### src/rtl/fib_codec_engine_pkg.sv
// ============================================================================
// Module  : fib_codec_engine_pkg
// Purpose : Shared definitions for the Zeckendorf/Fibonacci codec engine:
//           default sizes, request-mode and state encodings, and the
//           Fibonacci constant function used to build the weight ROM.
// Ports   : none (package)
// Rev     : 1.0 - initial parametrised release
// ============================================================================
`default_nettype none

package fib_codec_engine_pkg;

  localparam int DATA_W_DEF = 16;
  localparam int FIB_N_DEF  = 23;
  localparam int LEN_W_DEF  = 5;

  typedef enum logic [1:0] {
    MODE_ENC  = 2'b00,
    MODE_DEC  = 2'b01,
    MODE_LOOP = 2'b10,
    MODE_RSV  = 2'b11
  } mode_e;

  typedef enum logic [1:0] {
    ST_IDLE = 2'd0,
    ST_ENC  = 2'd1,
    ST_DEC  = 2'd2,
    ST_HOLD = 2'd3
  } state_e;

  // Weight of Zeckendorf digit i: F[0]=1, F[1]=2, F[2]=3, F[3]=5 ...
  function automatic longint unsigned fib_val(input int i);
    longint unsigned a;
    longint unsigned b;
    longint unsigned t;
    a = 64'd1;
    b = 64'd2;
    for (int k = 0; k < i; k++) begin
      t = a + b;
      a = b;
      b = t;
    end
    return a;
  endfunction

endpackage

`default_nettype wire

### src/rtl/fib_codec_engine_rom.sv
// ============================================================================
// Module  : fib_codec_engine_rom
// Purpose : Combinational Fibonacci weight table, idx -> F[idx], elaborated
//           from fib_val. Indices at or beyond FIB_N return 0.
// Ports   : i_idx  [IDX_W-1:0]  digit index
//           o_fib  [DATA_W:0]   weight of that digit
// Rev     : 1.0 - initial parametrised release
// ============================================================================
`default_nettype none

module fib_codec_engine_rom
  import fib_codec_engine_pkg::*;
#(
  parameter int DATA_W = DATA_W_DEF,
  parameter int FIB_N  = FIB_N_DEF,
  parameter int IDX_W  = 5
) (
  input  logic [IDX_W-1:0] i_idx,
  output logic [DATA_W:0]  o_fib
);

  localparam int FW = DATA_W + 1;

  logic [DATA_W:0] w_tab [FIB_N];

  for (genvar gi = 0; gi < FIB_N; gi++) begin : g_rom
    assign w_tab[gi] = FW'(fib_val(gi));
  end

  always_comb begin
    o_fib = '0;
    if (32'(i_idx) < FIB_N) o_fib = w_tab[i_idx];
  end

endmodule

`default_nettype wire

### src/rtl/fib_codec_engine.sv
// ============================================================================
// Module  : fib_codec_engine
// Purpose : Bit-serial Zeckendorf codec. Encodes a binary word into
//           Zeckendorf digits plus Fibonacci-code length, decodes digits back
//           to binary, or does both back to back (loopback self-check).
//           One digit per clock, one word in flight.
// Ports   : clk, rst (async, active low)
//           in_valid/in_ready, in_mode[1:0], in_data[DATA_W], in_code[FIB_N]
//           out_valid/out_ready, out_data[DATA_W], out_code[FIB_N],
//           out_len[LEN_W], err_invalid, err_ovf, err_mismatch, err_mode, busy
// Rev     : 1.0 - initial parametrised release
// ============================================================================
`default_nettype none

module fib_codec_engine
  import fib_codec_engine_pkg::*;
#(
  parameter int DATA_W = DATA_W_DEF,
  parameter int FIB_N  = FIB_N_DEF,
  parameter int LEN_W  = LEN_W_DEF
) (
  input  logic              clk,
  input  logic              rst,
  input  logic              in_valid,
  output logic              in_ready,
  input  logic [1:0]        in_mode,
  input  logic [DATA_W-1:0] in_data,
  input  logic [FIB_N-1:0]  in_code,
  output logic              out_valid,
  input  logic              out_ready,
  output logic [DATA_W-1:0] out_data,
  output logic [FIB_N-1:0]  out_code,
  output logic [LEN_W-1:0]  out_len,
  output logic              err_invalid,
  output logic              err_ovf,
  output logic              err_mismatch,
  output logic              err_mode,
  output logic              busy
);

  localparam int IDX_W = (FIB_N > 1) ? $clog2(FIB_N) : 1;
  localparam logic [IDX_W-1:0] c_idx_top = IDX_W'(FIB_N - 1);

  // State and working registers
  state_e            r_state, w_state_nxt;
  mode_e             r_mode, w_mode_nxt;
  logic [DATA_W-1:0] r_data, w_data_nxt;
  logic [FIB_N-1:0]  r_work, w_work_nxt;   // digits being built (ENC) or consumed (DEC)
  logic [DATA_W:0]   r_acc, w_acc_nxt;     // residue in ENC, accumulator in DEC
  logic              r_ovf, w_ovf_nxt;
  logic [IDX_W-1:0]  r_idx, w_idx_nxt;
  logic [LEN_W-1:0]  r_len, w_len_nxt;

  // Output registers
  logic              r_out_valid, w_ov_nxt;
  logic [DATA_W-1:0] r_out_data, w_od_nxt;
  logic [FIB_N-1:0]  r_out_code, w_oc_nxt;
  logic [LEN_W-1:0]  r_out_len, w_ol_nxt;
  logic              r_err_invalid, w_einv_nxt;
  logic              r_err_ovf, w_eovf_nxt;
  logic              r_err_mismatch, w_emis_nxt;
  logic              r_err_mode, w_emode_nxt;

  // Shared datapath
  logic [DATA_W:0]   w_f;
  logic              w_ge;
  logic [DATA_W:0]   w_diff;
  logic [DATA_W+1:0] w_sum;
  logic              w_bit;
  logic [LEN_W-1:0]  w_len_step;

  fib_codec_engine_rom #(
    .DATA_W (DATA_W),
    .FIB_N  (FIB_N),
    .IDX_W  (IDX_W)
  ) u_rom (
    .i_idx (r_idx),
    .o_fib (w_f)
  );

  assign w_ge   = (r_acc >= w_f);
  assign w_diff = r_acc - w_f;
  assign w_sum  = {1'b0, r_acc} + {1'b0, w_f};
  // Digit at the current index: produced by the greedy test when encoding,
  // read from the code when decoding.
  assign w_bit  = (r_state == ST_ENC) ? w_ge : r_work[r_idx];
  // The descent visits the most significant digit first, so the first '1'
  // seen fixes the code length (msb index + terminator).
  assign w_len_step = (w_bit && (r_len == '0)) ? (LEN_W'(r_idx) + LEN_W'(2)) : r_len;

  always_ff @(posedge clk or negedge rst) begin
    if (!rst) r_state <= ST_IDLE;
    else      r_state <= w_state_nxt;
  end

  always_comb begin
    w_state_nxt = r_state;
    w_mode_nxt  = r_mode;
    w_data_nxt  = r_data;
    w_work_nxt  = r_work;
    w_acc_nxt   = r_acc;
    w_ovf_nxt   = r_ovf;
    w_idx_nxt   = r_idx;
    w_len_nxt   = r_len;
    w_ov_nxt    = r_out_valid;
    w_od_nxt    = r_out_data;
    w_oc_nxt    = r_out_code;
    w_ol_nxt    = r_out_len;
    w_einv_nxt  = r_err_invalid;
    w_eovf_nxt  = r_err_ovf;
    w_emis_nxt  = r_err_mismatch;
    w_emode_nxt = r_err_mode;

    case (r_state)
      ST_IDLE: begin
        if (in_valid) begin
          w_mode_nxt  = mode_e'(in_mode);
          w_data_nxt  = in_data;
          w_idx_nxt   = c_idx_top;
          w_len_nxt   = '0;
          w_ovf_nxt   = 1'b0;
          w_einv_nxt  = 1'b0;
          w_eovf_nxt  = 1'b0;
          w_emis_nxt  = 1'b0;
          w_emode_nxt = 1'b0;
          case (mode_e'(in_mode))
            MODE_ENC, MODE_LOOP: begin
              w_acc_nxt   = {1'b0, in_data};
              w_work_nxt  = '0;
              w_state_nxt = ST_ENC;
            end
            MODE_DEC: begin
              w_acc_nxt   = '0;
              w_work_nxt  = in_code;
              w_state_nxt = ST_DEC;
            end
            default: begin
              // Reserved: echo operands; out_valid follows one edge later.
              w_state_nxt = ST_HOLD;
              w_emode_nxt = 1'b1;
              w_od_nxt    = in_data;
              w_oc_nxt    = in_code;
              w_ol_nxt    = '0;
            end
          endcase
        end
      end

      ST_ENC: begin
        if (w_ge) begin
          w_work_nxt[r_idx] = 1'b1;
          w_acc_nxt         = w_diff;
        end
        w_len_nxt = w_len_step;
        w_idx_nxt = r_idx - IDX_W'(1);
        if (r_idx == '0) begin
          if (r_mode == MODE_LOOP) begin
            // Decode the freshly built code from the top digit again.
            w_state_nxt = ST_DEC;
            w_idx_nxt   = c_idx_top;
            w_acc_nxt   = '0;
            w_ovf_nxt   = 1'b0;
            w_len_nxt   = '0;
          end else begin
            w_state_nxt = ST_HOLD;
            w_ov_nxt    = 1'b1;
            w_od_nxt    = r_data;
            w_oc_nxt    = w_work_nxt;
            w_ol_nxt    = w_len_step;
          end
        end
      end

      ST_DEC: begin
        if (r_work[r_idx]) begin
          // Any carry into bit DATA_W or beyond means the sum left the word range.
          w_acc_nxt = w_sum[DATA_W:0];
          w_ovf_nxt = r_ovf | w_sum[DATA_W+1] | w_sum[DATA_W];
        end
        w_len_nxt = w_len_step;
        w_idx_nxt = r_idx - IDX_W'(1);
        if (r_idx == '0) begin
          w_state_nxt = ST_HOLD;
          w_ov_nxt    = 1'b1;
          w_od_nxt    = w_acc_nxt[DATA_W-1:0];
          w_oc_nxt    = r_work;
          w_ol_nxt    = w_len_step;
          w_einv_nxt  = |(r_work[FIB_N-1:1] & r_work[FIB_N-2:0]);
          w_eovf_nxt  = w_ovf_nxt;
          w_emis_nxt  = (r_mode == MODE_LOOP) &&
                        (w_ovf_nxt || (w_acc_nxt[DATA_W-1:0] != r_data));
        end
      end

      ST_HOLD: begin
        if (!r_out_valid) begin
          w_ov_nxt = 1'b1;
        end else if (out_ready) begin
          w_ov_nxt    = 1'b0;
          w_state_nxt = ST_IDLE;
        end
      end

      default: w_state_nxt = ST_IDLE;
    endcase
  end

  always_ff @(posedge clk or negedge rst) begin
    if (!rst) begin
      r_mode         <= MODE_ENC;
      r_data         <= '0;
      r_work         <= '0;
      r_acc          <= '0;
      r_ovf          <= 1'b0;
      r_idx          <= '0;
      r_len          <= '0;
      r_out_valid    <= 1'b0;
      r_out_data     <= '0;
      r_out_code     <= '0;
      r_out_len      <= '0;
      r_err_invalid  <= 1'b0;
      r_err_ovf      <= 1'b0;
      r_err_mismatch <= 1'b0;
      r_err_mode     <= 1'b0;
    end else begin
      r_mode         <= w_mode_nxt;
      r_data         <= w_data_nxt;
      r_work         <= w_work_nxt;
      r_acc          <= w_acc_nxt;
      r_ovf          <= w_ovf_nxt;
      r_idx          <= w_idx_nxt;
      r_len          <= w_len_nxt;
      r_out_valid    <= w_ov_nxt;
      r_out_data     <= w_od_nxt;
      r_out_code     <= w_oc_nxt;
      r_out_len      <= w_ol_nxt;
      r_err_invalid  <= w_einv_nxt;
      r_err_ovf      <= w_eovf_nxt;
      r_err_mismatch <= w_emis_nxt;
      r_err_mode     <= w_emode_nxt;
    end
  end

  assign in_ready     = (r_state == ST_IDLE);
  assign busy         = (r_state != ST_IDLE);
  assign out_valid    = r_out_valid;
  assign out_data     = r_out_data;
  assign out_code     = r_out_code;
  assign out_len      = r_out_len;
  assign err_invalid  = r_err_invalid;
  assign err_ovf      = r_err_ovf;
  assign err_mismatch = r_err_mismatch;
  assign err_mode     = r_err_mode;

endmodule

`default_nettype wire

### config.mk
export PLATFORM = sky130hd
export DESIGN_NAME = fib_codec_engine
export DESIGN_NICKNAME = d
export VERILOG_FILES = /design/src/rtl/fib_codec_engine_pkg.sv /design/src/rtl/fib_codec_engine_rom.sv /design/src/rtl/fib_codec_engine.sv
export SDC_FILE = /design/constraint.sdc
export NUM_CORES = 1
export LEC_CHECK = 0
export CAP_MARGIN = 20
export CELL_PAD_IN_SITES_DETAIL_PLACEMENT = 1
export CELL_PAD_IN_SITES_GLOBAL_PLACEMENT = 1
export CORE_MARGIN = 3
export CORE_UTILIZATION = 40
export DETAILED_ROUTE_END_ITERATION = 8
export GPL_TIMING_DRIVEN = 0
export PLACE_DENSITY_LB_ADDON = 0.1
export RECOVER_POWER = 50
export SLEW_MARGIN = 20
export SYNTH_ARGS = -nofsm -noshare
export SYNTH_HDL_FRONTEND = slang
export SYNTH_HIERARCHICAL = 1
export SYNTH_SLANG_ARGS = --single-unit
### constraint.sdc
create_clock -name clk -period 3.73 [get_ports clk]
set_input_delay 0.373 -clock clk [delete_from_list [all_inputs] [get_ports clk]]
set_output_delay 0.373 -clock clk [all_outputs]
set_load 0.02 [all_outputs]
Word-level counts from Yosys, hierarchy flattened
Memory sizes are Yosys's and may differ from the RTL's.
Index checks and enable logic that the tools add are counted.
Widths: inputs -> output; s select.
{ "word_totals": {"register_bits": 120, "mem_bits_ro": 544, "inputBits": 45, "out_inout_bits": 51, "n_memories": 1} }
{ "mem_list": {"columns": ["name", "depth", "width", "read_ports", "rd_clocked_by_memory_dff", "wr", "line_no", "rtl"], "rows": [
  ["(no name shown)", 32, 17, 1, 0, 0, "fib_codec_engine_rom.sv:32", "if (32'(i_idx) < FIB_N) o_fib = w_tab[i_idx];"]
]} }
{ "classes": {"addsub": 4, "order_cmp": 5, "eq_ne": 17, "muxes": 74, "bitwise": 5, "reduce_logical": 26} }
{ "ops": {"columns": ["cell", "n"], "rows": [
  ["$mux 23", 7],
  ["$mux 17", 9],
  ["$pmux 23 s2", 2],
  ["$mux 16", 5],
  ["$pmux 23 s3", 1],
  ["$mux 5", 12],
  ["$pmux 17 s3", 1],
  ["$pmux 16 s3", 1],
  ["$pmux 5 s3", 3],
  ["$pmux 17 s2", 1],
  ["$or 23x23->23", 1],
  ["$and 22x22->22", 1],
  ["$reduce_or 22->1", 1],
  ["$add 17x17->18", 1],
  ["$mux 1", 18],
  ["$ge 17x17->1", 1],
  ["$sub 17x17->17", 1],
  ["$ne 16x16->1", 1],
  ["$ne 2x2->1 const B", 7],
  ["$reduce_and 4->1", 3],
  ["$logic_not 5->1", 2],
  ["$mux 2", 5],
  ["$reduce_and 3->1", 3],
  ["$eq 2x2->1 const B", 4],
  ["27 further kinds", 40]
]} }

Depth between registers and ports, before layout
Gate-level depths: netlist of the first run.
{ "logic_depth": {"ltp_word": 14, "ltp_mapped": 19} }

Modules after synthesis
Netlist of the first run, hierarchy kept.
{ "modules_own_cells": {"columns": ["module", "instances", "cells_per_inst", "area_per_inst_um2", "seq_area_each_um2"], "rows": [
  ["fib_codec_engine", 1, 1129, 9126.3, 3002.9],
  ["fib_codec_engine_rom", 1, 85, 586.8, 0.0]
]} }

Worst setup path after synthesis of the first run
Ideal clock, no wire load.
{ "synth_timing": {"path_type": "register -> register", "start": "register r_idx[1]", "end": "register r_err_mismatch (netlist: err_mismatch)", "arrival_ps": 3987, "t_required_ps": 3586, "setup_slack_ps": -401, "path_stages_with_launch": 17, "n_path_buf": 0, "synth_period_minus_slack_ps": 4131, "path_cell_list": "dfrtp_1 > inv_1 > ha_1 > nand2b_1 > a211o_1 > o221ai_1 > inv_1 > fa_1 > nor2_1 > o311ai_0 > a31oi_1 > a21oi_1 > a221o_1 > xor2_1 > mux2_2 > a2111oi_2 > a41oi_1"} }
{ "synth_between": {"elab_chain_cells": 14} }
{ "synth_lines": {"columns": ["element", "line_no", "rtl"], "rows": [
  ["start: declaration", "fib_codec_engine.sv:51", "logic [IDX_W-1:0] r_idx, w_idx_nxt;"],
  ["start signal: assignment", "fib_codec_engine.sv:231", "r_idx <= w_idx_nxt;"],
  ["$not 5->6 (not written as such)", "fib_codec_engine_rom.sv:32", null],
  ["$mem_v2 32x17", null, null],
  ["$mux 17 (not written as such) (2 in series)", "fib_codec_engine_rom.sv:32", null],
  ["$mux 17 *", "fib_codec_engine_rom.sv:32", null],
  ["via w_f[1]", "fib_codec_engine.sv:65", "logic [DATA_W:0] w_f;"],
  ["$add 17x17->18 *", "fib_codec_engine.sv:83", "assign w_sum = {1'b0, r_acc} + {1'b0, w_f};"],
  ["parallel branches: the longest is 4 deep, another holds $mux 17", null, null],
  ["$logic_or 1x1->1 *", "fib_codec_engine.sv:191", "(w_ovf_nxt || (w_acc_nxt[DATA_W-1:0] != r_data));"],
  ["$logic_and 1x1->1 *", "fib_codec_engine.sv:190", "w_emis_nxt = (r_mode == MODE_LOOP) &&"],
  ["$mux 1 *", "fib_codec_engine.sv:182", "if (r_idx == '0) begin"],
  ["$pmux 1 s2 *", "fib_codec_engine.sv:114", "case (r_state)"],
  ["end signal: assignment", "fib_codec_engine.sv:239", "r_err_mismatch <= w_emis_nxt;"],
  ["end: declaration", "fib_codec_engine.sv:61", "logic r_err_mismatch, w_emis_nxt;"]
]} }
Mark *: on every way through the listed nets, which the timed path passes. The select of a mux whose other input is x is not followed.
A chain may end at the register's enable or synchronous reset.

Final worst setup path of the first run
Ends and elaborated chain as after synthesis.

==> flow_results.org, run 1 <==
** GRT
- Wire length of the first global-routing pass :: 64810 um
- Entering global routing, the biggest net connects 72 pins.
- Total GRT Usage :: approximately a third
- The number of global-route vias before repair is approximately 11000.
- Total congestion overflow :: 0
- The number of antenna violations at the first check in global routing is 1.

** Synth
- Netlist area before placement :: 9713 um2
- Synthesis produced a netlist with a net count of roughly 1300.
- For this run, the leading register cell type out of synthesis is sky130_fd_sc_hd__dfrtp_1.
- Count of warnings emitted by yosys :: 6
- In the synthesized netlist the async set-or-reset flop fraction comes to 100.0%.
- Register bit total from synthesis :: 120
- Unique masters post-synth :: 82
- Sequential-to-total area share from yosys stat :: just over 30%
- The synthesized design contains 0 enable-type register cells.
- Average footprint of a synthesized cell :: between 8 and 9 um2
- Largest area contributor in the synthesized netlist :: sky130_fd_sc_hd__dfrtp_1
- Synthesized instance count :: ~1200
- Main area contributors after synthesis :: sky130_fd_sc_hd__dfrtp_1 31%, sky130_fd_sc_hd__ha_1 7.0%, sky130_fd_sc_hd__o21ai_0 6.3%
- Area fraction of the dominant cell type after synthesis :: between 30 and 40%

** Floorplan
- The floorplan step set the die width to around 160 um.
- In this run the vertical extent of the chip is approximately 160 um.
- Initial cell density of the core :: around 41%
- Number of placement rows :: 56
- The core region is 23680 um2.
- Die Footprint :: approximately 26000 um2
- Top-Level Pins :: 96

** Min path
- The path with the worst hold slack has its endpoint at out_code[20].
- Type of the worst min-delay path :: reg2reg
- In this run the most critical hold path is launched from out_code[20].
- Worst Hold Path Cells :: 2

** STA
- Number of slew-limit violations in the final report :: slightly above 50
- Final Cycle Share :: 113.8%
- Headroom to the max-slew limit came out at -105.5%.
- After layout, the minimum clock period comes to between 4000 and 5000 ps.
- Hold Violations, Final :: 0
- The clock arrives with around 15 ps of skew.
- After layout, the worst setup slack is -515.2 ps.
- Final setup fails :: 83
- Max frequency :: ~240 MHz
- Setup repair after global routing could not meet its margin everywhere.
- Actual slew at the worst max-slew pin :: just over 3000 ps

** Setup path
- STA classifies the critical path endpoint as a register.
- The worst register-to-register path ends at err_mismatch.
- For this run, the slowest stage of the critical path takes 530 ps.
- Top delay family on crit path :: compound AO/OA/AOI/OAI gates
- Worst Path Max Fanout :: 6
- Worst-case reg-to-reg path depth :: 17
- The critical path goes through inv_6, ha_4, nand2b_4, a211o_1, o221ai_2, inv_2, buf_4, fa_2, nor2_2, o311ai_2, a31oi_2, a21oi_2, a221o_1, xor2_1, mux2_4, a2111oi_4, a41oi_2.
- STA puts the critical path data required time at around 4000 ps.
- Worst R2R Setup Slack :: -520 ps
- Among all stages on the critical path, the largest delay is contributed by sky130_fd_sc_hd__dfrtp_4.
- STA puts the critical path data arrival time at 4530 ps.
- The startpoint identified for the worst register-to-register timing path is r_idx[1].
- Type of element launching the critical path :: register
- CP Buf/Inv Count :: 3
- By startpoint and endpoint, the worst setup path is classified as reg2reg.

** Route
- Across all layers, the routed design uses roughly 11000 vias.
- Routed met3 length :: approximately 3800 um
- Post-route antenna net violation count :: 0
- After detailed routing, the met2 layer carries 19290 um of wire.
- After detailed routing, the wire length on met1 is around 19000 um.
- Mean routed wirelength per cell :: between 20 and 30 um
- The first detailed-routing pass took 5 iterations.
- Final WL :: 42790 um
- Per-cell via count in the routed design :: between 6 and 7
- After detailed routing, the number of remaining DRC violations is 0.
- Initial detailed-routing violation count :: between 900 and 1000
- The highest layer touched by signal routing is met4.

** CTS
- Clock tree from TritonCTS :: done
- Clock-pin slew was measured on the worst setup and hold paths at 70 ps.
- The longest clock path from root to sink contains 2 buffers.
- Number of clock buffers inserted by TritonCTS :: 17
- The clock tree synthesis step divided the H-tree into 4 levels.
- Later-pin clock latency in the skew report :: between 400 and 500 ps
- The tree is rooted in a sky130_fd_sc_hd__clkbuf_16.
- Number of clock sinks seen by CTS :: between 100 and 150

** Run status
- The final reports fail on max-capacitance violations, max-slew violations, negative setup slack.
- The flow ran to the end, but the final reports show violations.

** Final layout
- Compared with the post-synthesis result, the final layout area differs by 35.72%.
- Net count reported at finish :: approximately 1500
- Final design utilization :: between 50 and 60%
- Cells with a size suffix above 1 make up a little under a quarter of the layout.

** Flow run
- Reported max-cap violation count :: 1

** Placement
- At the end of routability-driven placement, the weighted congestion stood at between 0.9 and 1.
- HPWL after detailed placement :: roughly 31000 um
- Number of buffer cells added on primary ports :: 95
[worst register-to-register path, cell delays in order (launching register included)]
cell,delay (ps)
sky130_fd_sc_hd__dfrtp_4,530
sky130_fd_sc_hd__inv_6,70
sky130_fd_sc_hd__ha_4,320
sky130_fd_sc_hd__nand2b_4,70
sky130_fd_sc_hd__a211o_1,270
sky130_fd_sc_hd__o221ai_2,110
sky130_fd_sc_hd__inv_2,110
sky130_fd_sc_hd__buf_4,160
sky130_fd_sc_hd__fa_2,370
sky130_fd_sc_hd__nor2_2,110
sky130_fd_sc_hd__o311ai_2,110
sky130_fd_sc_hd__a31oi_2,320
sky130_fd_sc_hd__a21oi_2,110
sky130_fd_sc_hd__a221o_1,390
sky130_fd_sc_hd__xor2_1,160
sky130_fd_sc_hd__mux2_4,320
sky130_fd_sc_hd__a2111oi_4,430
sky130_fd_sc_hd__a41oi_2,170
[flip-flops by register name, summed over array words and instances (netlist names), 2 cells and up]
register,flops
out_code,23
out_data,16
out_len,5
r_acc,17
r_data,16
r_idx,5
r_len,5
r_mode,2
r_state,2
r_work,23
[cell usage after synthesis, types with 24 or more instances]
library cell,instances
sky130_fd_sc_hd__nand2_1,128
sky130_fd_sc_hd__clkbuf_1,55
sky130_fd_sc_hd__xnor2_1,36
sky130_fd_sc_hd__ha_1,54
sky130_fd_sc_hd__nand3_1,24
sky130_fd_sc_hd__mux2_2,25
sky130_fd_sc_hd__a31oi_1,30
sky130_fd_sc_hd__o21ai_0,122
sky130_fd_sc_hd__inv_1,60
sky130_fd_sc_hd__dfrtp_1,120
sky130_fd_sc_hd__nor2_1,119
sky130_fd_sc_hd__a21oi_1,113
[cell type report]
class | count | area [um2]
inverter | 61 | 244.0
multi-input combinational | 949 | 6997
sequential | 120 | 3010
antenna | 1 | 2.502
buffer | 80 | 461.7
fill | 2782 | 10500
clock inverter | 14 | 186.4
timing repair buffer | 145 | 1443
clock buffer | 18 | 439.2
tap | 319 | 399.1
[cell families after synthesis]
logic type / count (synthesis) / synth area share, %
AND/OR/NAND/NOR: 364 / 16.81
XOR/XNOR: 52 / 4.831
adder cells (fa/ha/maj): 56 / 7.368
buffers and inverters: 145 / 6.351
multiplexers: 47 / 5.294
AO/OA/AOI/OAI: 429 / 28.39
flip-flops: 120 / 30.92
other: 1 / 0.03861
[per-layer routing]
layer  vias up  track usage (%)
met4         0            9.112
met3        73            6.452
met2       498            50.25
met5         -                0
li1       4710                -
met1      5234            45.81
[placed cells by master, fill, tap and decap left out, types with 20 or more instances in the layout]
| master | Yosys | routed |
|---|---|---|
| sky130_fd_sc_hd__nand2_1 | 128 | 123 |
| sky130_fd_sc_hd__dfrtp_1 | 120 | 116 |
| sky130_fd_sc_hd__nor2_1 | 119 | 106 |
| sky130_fd_sc_hd__clkdlybuf4s50_1 | 0 | 94 |
| sky130_fd_sc_hd__a21oi_1 | 113 | 86 |
| sky130_fd_sc_hd__o21ai_0 | 122 | 72 |
| sky130_fd_sc_hd__inv_1 | 60 | 53 |
| sky130_fd_sc_hd__ha_1 | 54 | 47 |
| sky130_fd_sc_hd__clkbuf_1 | 55 | 45 |
| sky130_fd_sc_hd__buf_4 | 5 | 43 |
| sky130_fd_sc_hd__o21ai_1 | 1 | 33 |
| sky130_fd_sc_hd__xnor2_1 | 36 | 31 |
| sky130_fd_sc_hd__a21oi_2 | 1 | 28 |
| sky130_fd_sc_hd__a31oi_1 | 30 | 24 |
| sky130_fd_sc_hd__mux2_2 | 25 | 23 |
| sky130_fd_sc_hd__nand2b_1 | 21 | 20 |
[what timing repair did]
item,in CTS,in global routing
buffers inserted,30,17
endpoints found under the setup margin,90,90
hold buffers,1,0
endpoints found under the hold margin,49,0
resized for setup,197,69
pin swaps,69,25
gates cloned,3,0
[through the flow]
stage               instance area [um2]  setup slack (ps)  instances  hold slack, ps  TNS, ps
global placement                  11140             -3288       1628           459.2  -394160
floorplan                          9794            -27.80       1214           77.41   -57.67
CTS                               12830            -459.2       1691           443.7   -25390
finish                            13180            -515.2       1707           483.5   -26160
global route                      13180            -698.0       1707           510.5   -37360
detailed placement                11190             -1161       1630           311.2   -65690
[worst max-delay path by stage]
stage / startpoint / slack (ps) / to / cells after the start
after floorplan: r_idx[1] / -30 / err_mismatch / 17
after global placement: rst / -3290 / r_idx[0] / 1
after detailed placement: r_idx[1] / -1160 / out_code[15] / 14
after CTS: r_idx[0] / -460 / err_mismatch / 17
after global routing: r_idx[0] / -700 / err_mismatch / 16
final: r_idx[1] / -520 / err_mismatch / 17
Power of run 1 is not shown: default switching activity piles up to over one toggle a cycle in this logic, so the estimate is an artifact.
==> run 2, diff against run 1 <==
--- a/config.mk
+++ b/config.mk
@@ -8,10 +8,9 @@
 export CAP_MARGIN = 20
 export CELL_PAD_IN_SITES_DETAIL_PLACEMENT = 1
 export CELL_PAD_IN_SITES_GLOBAL_PLACEMENT = 1
-export CORE_MARGIN = 3
 export CORE_UTILIZATION = 40
 export DETAILED_ROUTE_END_ITERATION = 8
-export GPL_TIMING_DRIVEN = 0
+export GPL_TIMING_DRIVEN = 1
 export PLACE_DENSITY_LB_ADDON = 0.1
 export RECOVER_POWER = 50
 export SLEW_MARGIN = 20
==> flow_results.org, run 2 (same netlist as run 1, synthesis figures left out) <==
** Run status
- The flow ran to the end, but the final reports show violations.
- Violated checks :: max-capacitance violations, max-slew violations, negative setup slack

** Final layout
- The library cells used most frequently in the layout, excluding fill and tap cells, are 190 x sky130_fd_sc_hd__buf_4, 119 x sky130_fd_sc_hd__nand2_1, 115 x sky130_fd_sc_hd__dfrtp_1.
- The area growth from synthesis to layout is 49.61%.
- Most frequent standard cell in the layout excluding fill and tap cells :: sky130_fd_sc_hd__buf_4
- Net count reported at finish :: 1563 (+6.0%)
- Ant. Diodes :: 0 (-1)
- The count of filler cells inserted in the layout was 2699 (-3.0%).
- Share of layout cells above drive strength 1 :: 34.98% (+12 points)

** Route
- The total iterations of the first detailed-routing run is 5 (unchanged).
- DRC violations left :: 0 (unchanged)
- The routed via count was 11170 (+6.3%).
- The number of nets with antenna violations after detailed routing was 0 (unchanged).
- Initial detailed-routing violation count :: 1004 (+4.8%)
- Per-cell via count in the routed design :: 6.229 (+1.1%)
- Final WL :: 45990 um (+7.5%)
- Mean routed wirelength per cell :: 25.63 um (+2.3%)

** CTS
- Count of hold-fix buffers inserted at cts :: 0 (-1)
- The CTS buffer count is 17 (unchanged).
- The number of buffers on the longest clock path is 2 (unchanged).
- The number of clock sinks came to 120 (unchanged).
- Root buf cell :: sky130_fd_sc_hd__clkbuf_16
- The clock edge transition at the registers on the reported setup and hold paths is 70 ps (about the same).
- Clock tree from TritonCTS :: done
- The insertion delay of the later-clocked pin in the worst-skew pair came to 430 ps (about the same).
- The maximum level of the CTS H-tree is 4 (unchanged).

** Setup path
- The biggest cell delay along the critical path came to 520 ps (about the same).
- Type of element launching the critical path :: register
- The worst setup path is of the reg2reg kind.
- Worst path cell trace :: nand2b_2, buf_4, o22a_1, o221ai_2, inv_1, ha_1, o21a_1, nor2_2, a31oi_2, or4_4, a221o_4, buf_4, mux2i_2, o32ai_2, a221oi_1, nor2_1
- Top delay family on crit path :: compound AO/OA/AOI/OAI gates
- Worst Path Max Fanout :: 7 (+1)
- The data required time of the critical path was 4030 ps (about the same).
- On the critical path, the stage with the largest delay is an instance of sky130_fd_sc_hd__a221o_4.
- CP Buf/Inv Count :: 3 (unchanged)
- Most prevalent standard cell on the critical path :: sky130_fd_sc_hd__buf_4
- The arrival time at the worst endpoint is 4370 ps (-160 ps).
- STA classifies the critical path endpoint as a register.

** GRT
- The pin count of the biggest net entering global routing is 64 (-11%).
- The combined global-route utilization of all metal layers came to 34.80% (+2.5 points).
- Number of antenna violations at the first check in global routing :: 1 (unchanged)
- The number of global-route vias before repair came to 11140 (+4.7%).
- The sum of overflow across all layers after global routing came to 0 (unchanged).
- The first-pass GRT wire length was 65290 um (+0.73%).

** Floorplan
- Top-Level Pins :: 96 (unchanged)
- Initial cell density of the core :: 41.14% (+0.12 points)
- Overall die height :: 157.8 um (-2.5%)
- The core region area is 23610 um2 (-0.30%).
- The area enclosed by the die boundary was 24910 um2 (-4.9%).
- Number of placement rows :: 56 (unchanged)
- The die outline width is 157.8 um (-2.5%).

** Flow run
- The max-capacitance violation count is 1 (unchanged).

** Placement
- The setup slack at placement is -388.4 ps (+772.6 ps).
- The global placement routability congestion is 0.9158 (-1.9%).
- HPWL after detailed placement :: 30680 um (-0.99%)
- Number of buffer cells added on primary ports :: 95 (unchanged)

** STA
- Final Cycle Share :: 109.2% (-4.7 points)
- Final setup fails :: 77 (-7.2%)
- Post-layout worst setup margin :: -341.6 ps (+173.7 ps)
- The final-report max-slew violation count came to 51 (unchanged).
- The minimum period implied by the final worst setup slack came to 4072 ps (-173.7 ps).
- Setup repair after global routing could not meet its margin everywhere.
- The final worst clock skew was 13.70 ps (-1.512 ps).
- The highest clock rate was 245.6 MHz (+4.3%).
- Hold Violations, Final :: 0 (unchanged)
- Actual slew at the worst max-slew pin :: 3126 ps (+43.10 ps)
- Sum of negative setup slack :: -11910 ps (+14260 ps)
- Relative slew margins :: -108.4% (-2.9 points)

** Min path
- The min-delay analysis places its worst path in the category reg2reg.
run 2: changes by cell type in the layout (fill, tap and decap cells not counted), sizes merged, moves of 2 or more:
| cell | previous run | this run |
|---|---|---|
| clkinv | 3 | 6 |
| clkbuf | 69 | 20 |
| inv | 65 | 63 |
| buf | 79 | 217 |
run 2: worst paths after layout:
| path | startpoint | to | slack, ps | depth (start not counted) |
|---|---|---|---|---|
| min in group asynchronous | rst | r_acc[10] | 970 | 1 |
| min reg2reg | out_data[4] | out_data[4] | 480 | 2 |
| max reg2reg | r_idx[4] | r_acc[2] | -340 | 16 |
| max in group asynchronous | rst | out_code[22] | 640 | 2 |
| max | r_idx[4] | r_acc[2] | -340 | 16 |
| min | out_data[4] | out_data[4] | 480 | 2 |
run 2: through the flow:
stage	cell area [um2]	util, %	hold slack, ps	instances
6_report	14530	61.54	479.7	1794
3_3_place_gp	12130	51.35	460.2	1724
5_1_grt	14530	61.54	508.4	1794
4_1_cts	13540	57.34	29.62	1775
2_1_floorplan	9794	-	77.41	1214
3_5_place_dp	12130	51.35	471.6	1724
run 2: final cells by class:
| class | count | area (um2) | area share, % |
|---|---|---|---|
| multi-input combinational | 949 | 7528 | 51.81 |
| sequential | 120 | 3009 | 20.71 |
| timing repair buffer | 313 | 2773 | 19.08 |
| clock buffer | 18 | 439.2 | 3.022 |
| tap | 319 | 399.1 | 2.747 |
| inverter | 61 | 234.0 | 1.610 |
| clock inverter | 14 | 148.9 | 1.025 |
run 2: what timing repair did:
action | in CTS | in global routing
gates resized for setup | 158 | 186
gates cloned | 3 | 0
buffers inserted | 17 | 24
pin swaps | 56 | 107
endpoints found under the setup margin | 84 | 86
run 2: worst register-to-register path: stages, from the launching register on:
cell	delay (ps)
sky130_fd_sc_hd__dfrtp_2	490
sky130_fd_sc_hd__nand2b_2	230
sky130_fd_sc_hd__buf_4	140
sky130_fd_sc_hd__o22a_1	210
sky130_fd_sc_hd__o221ai_2	210
sky130_fd_sc_hd__inv_1	70
sky130_fd_sc_hd__ha_1	330
sky130_fd_sc_hd__o21a_1	160
sky130_fd_sc_hd__nor2_2	160
sky130_fd_sc_hd__a31oi_2	60
sky130_fd_sc_hd__or4_4	440
sky130_fd_sc_hd__a221o_4	520
sky130_fd_sc_hd__buf_4	180
sky130_fd_sc_hd__mux2i_2	250
sky130_fd_sc_hd__o32ai_2	140
sky130_fd_sc_hd__a221oi_1	280
sky130_fd_sc_hd__nor2_1	80
run 2: routing by layer:
layer / vias up / global-route usage [%] / wire (um)
met5: - / 0 / 13
met4: 2 / 10.40 / 1721
met3: 136 / 4.845 / 2857
met2: 491 / 57.39 / 22380
met1: 5655 / 47.03 / 19010
li1: 4890 / - / -
Power of run 2 is left out for the same reason.
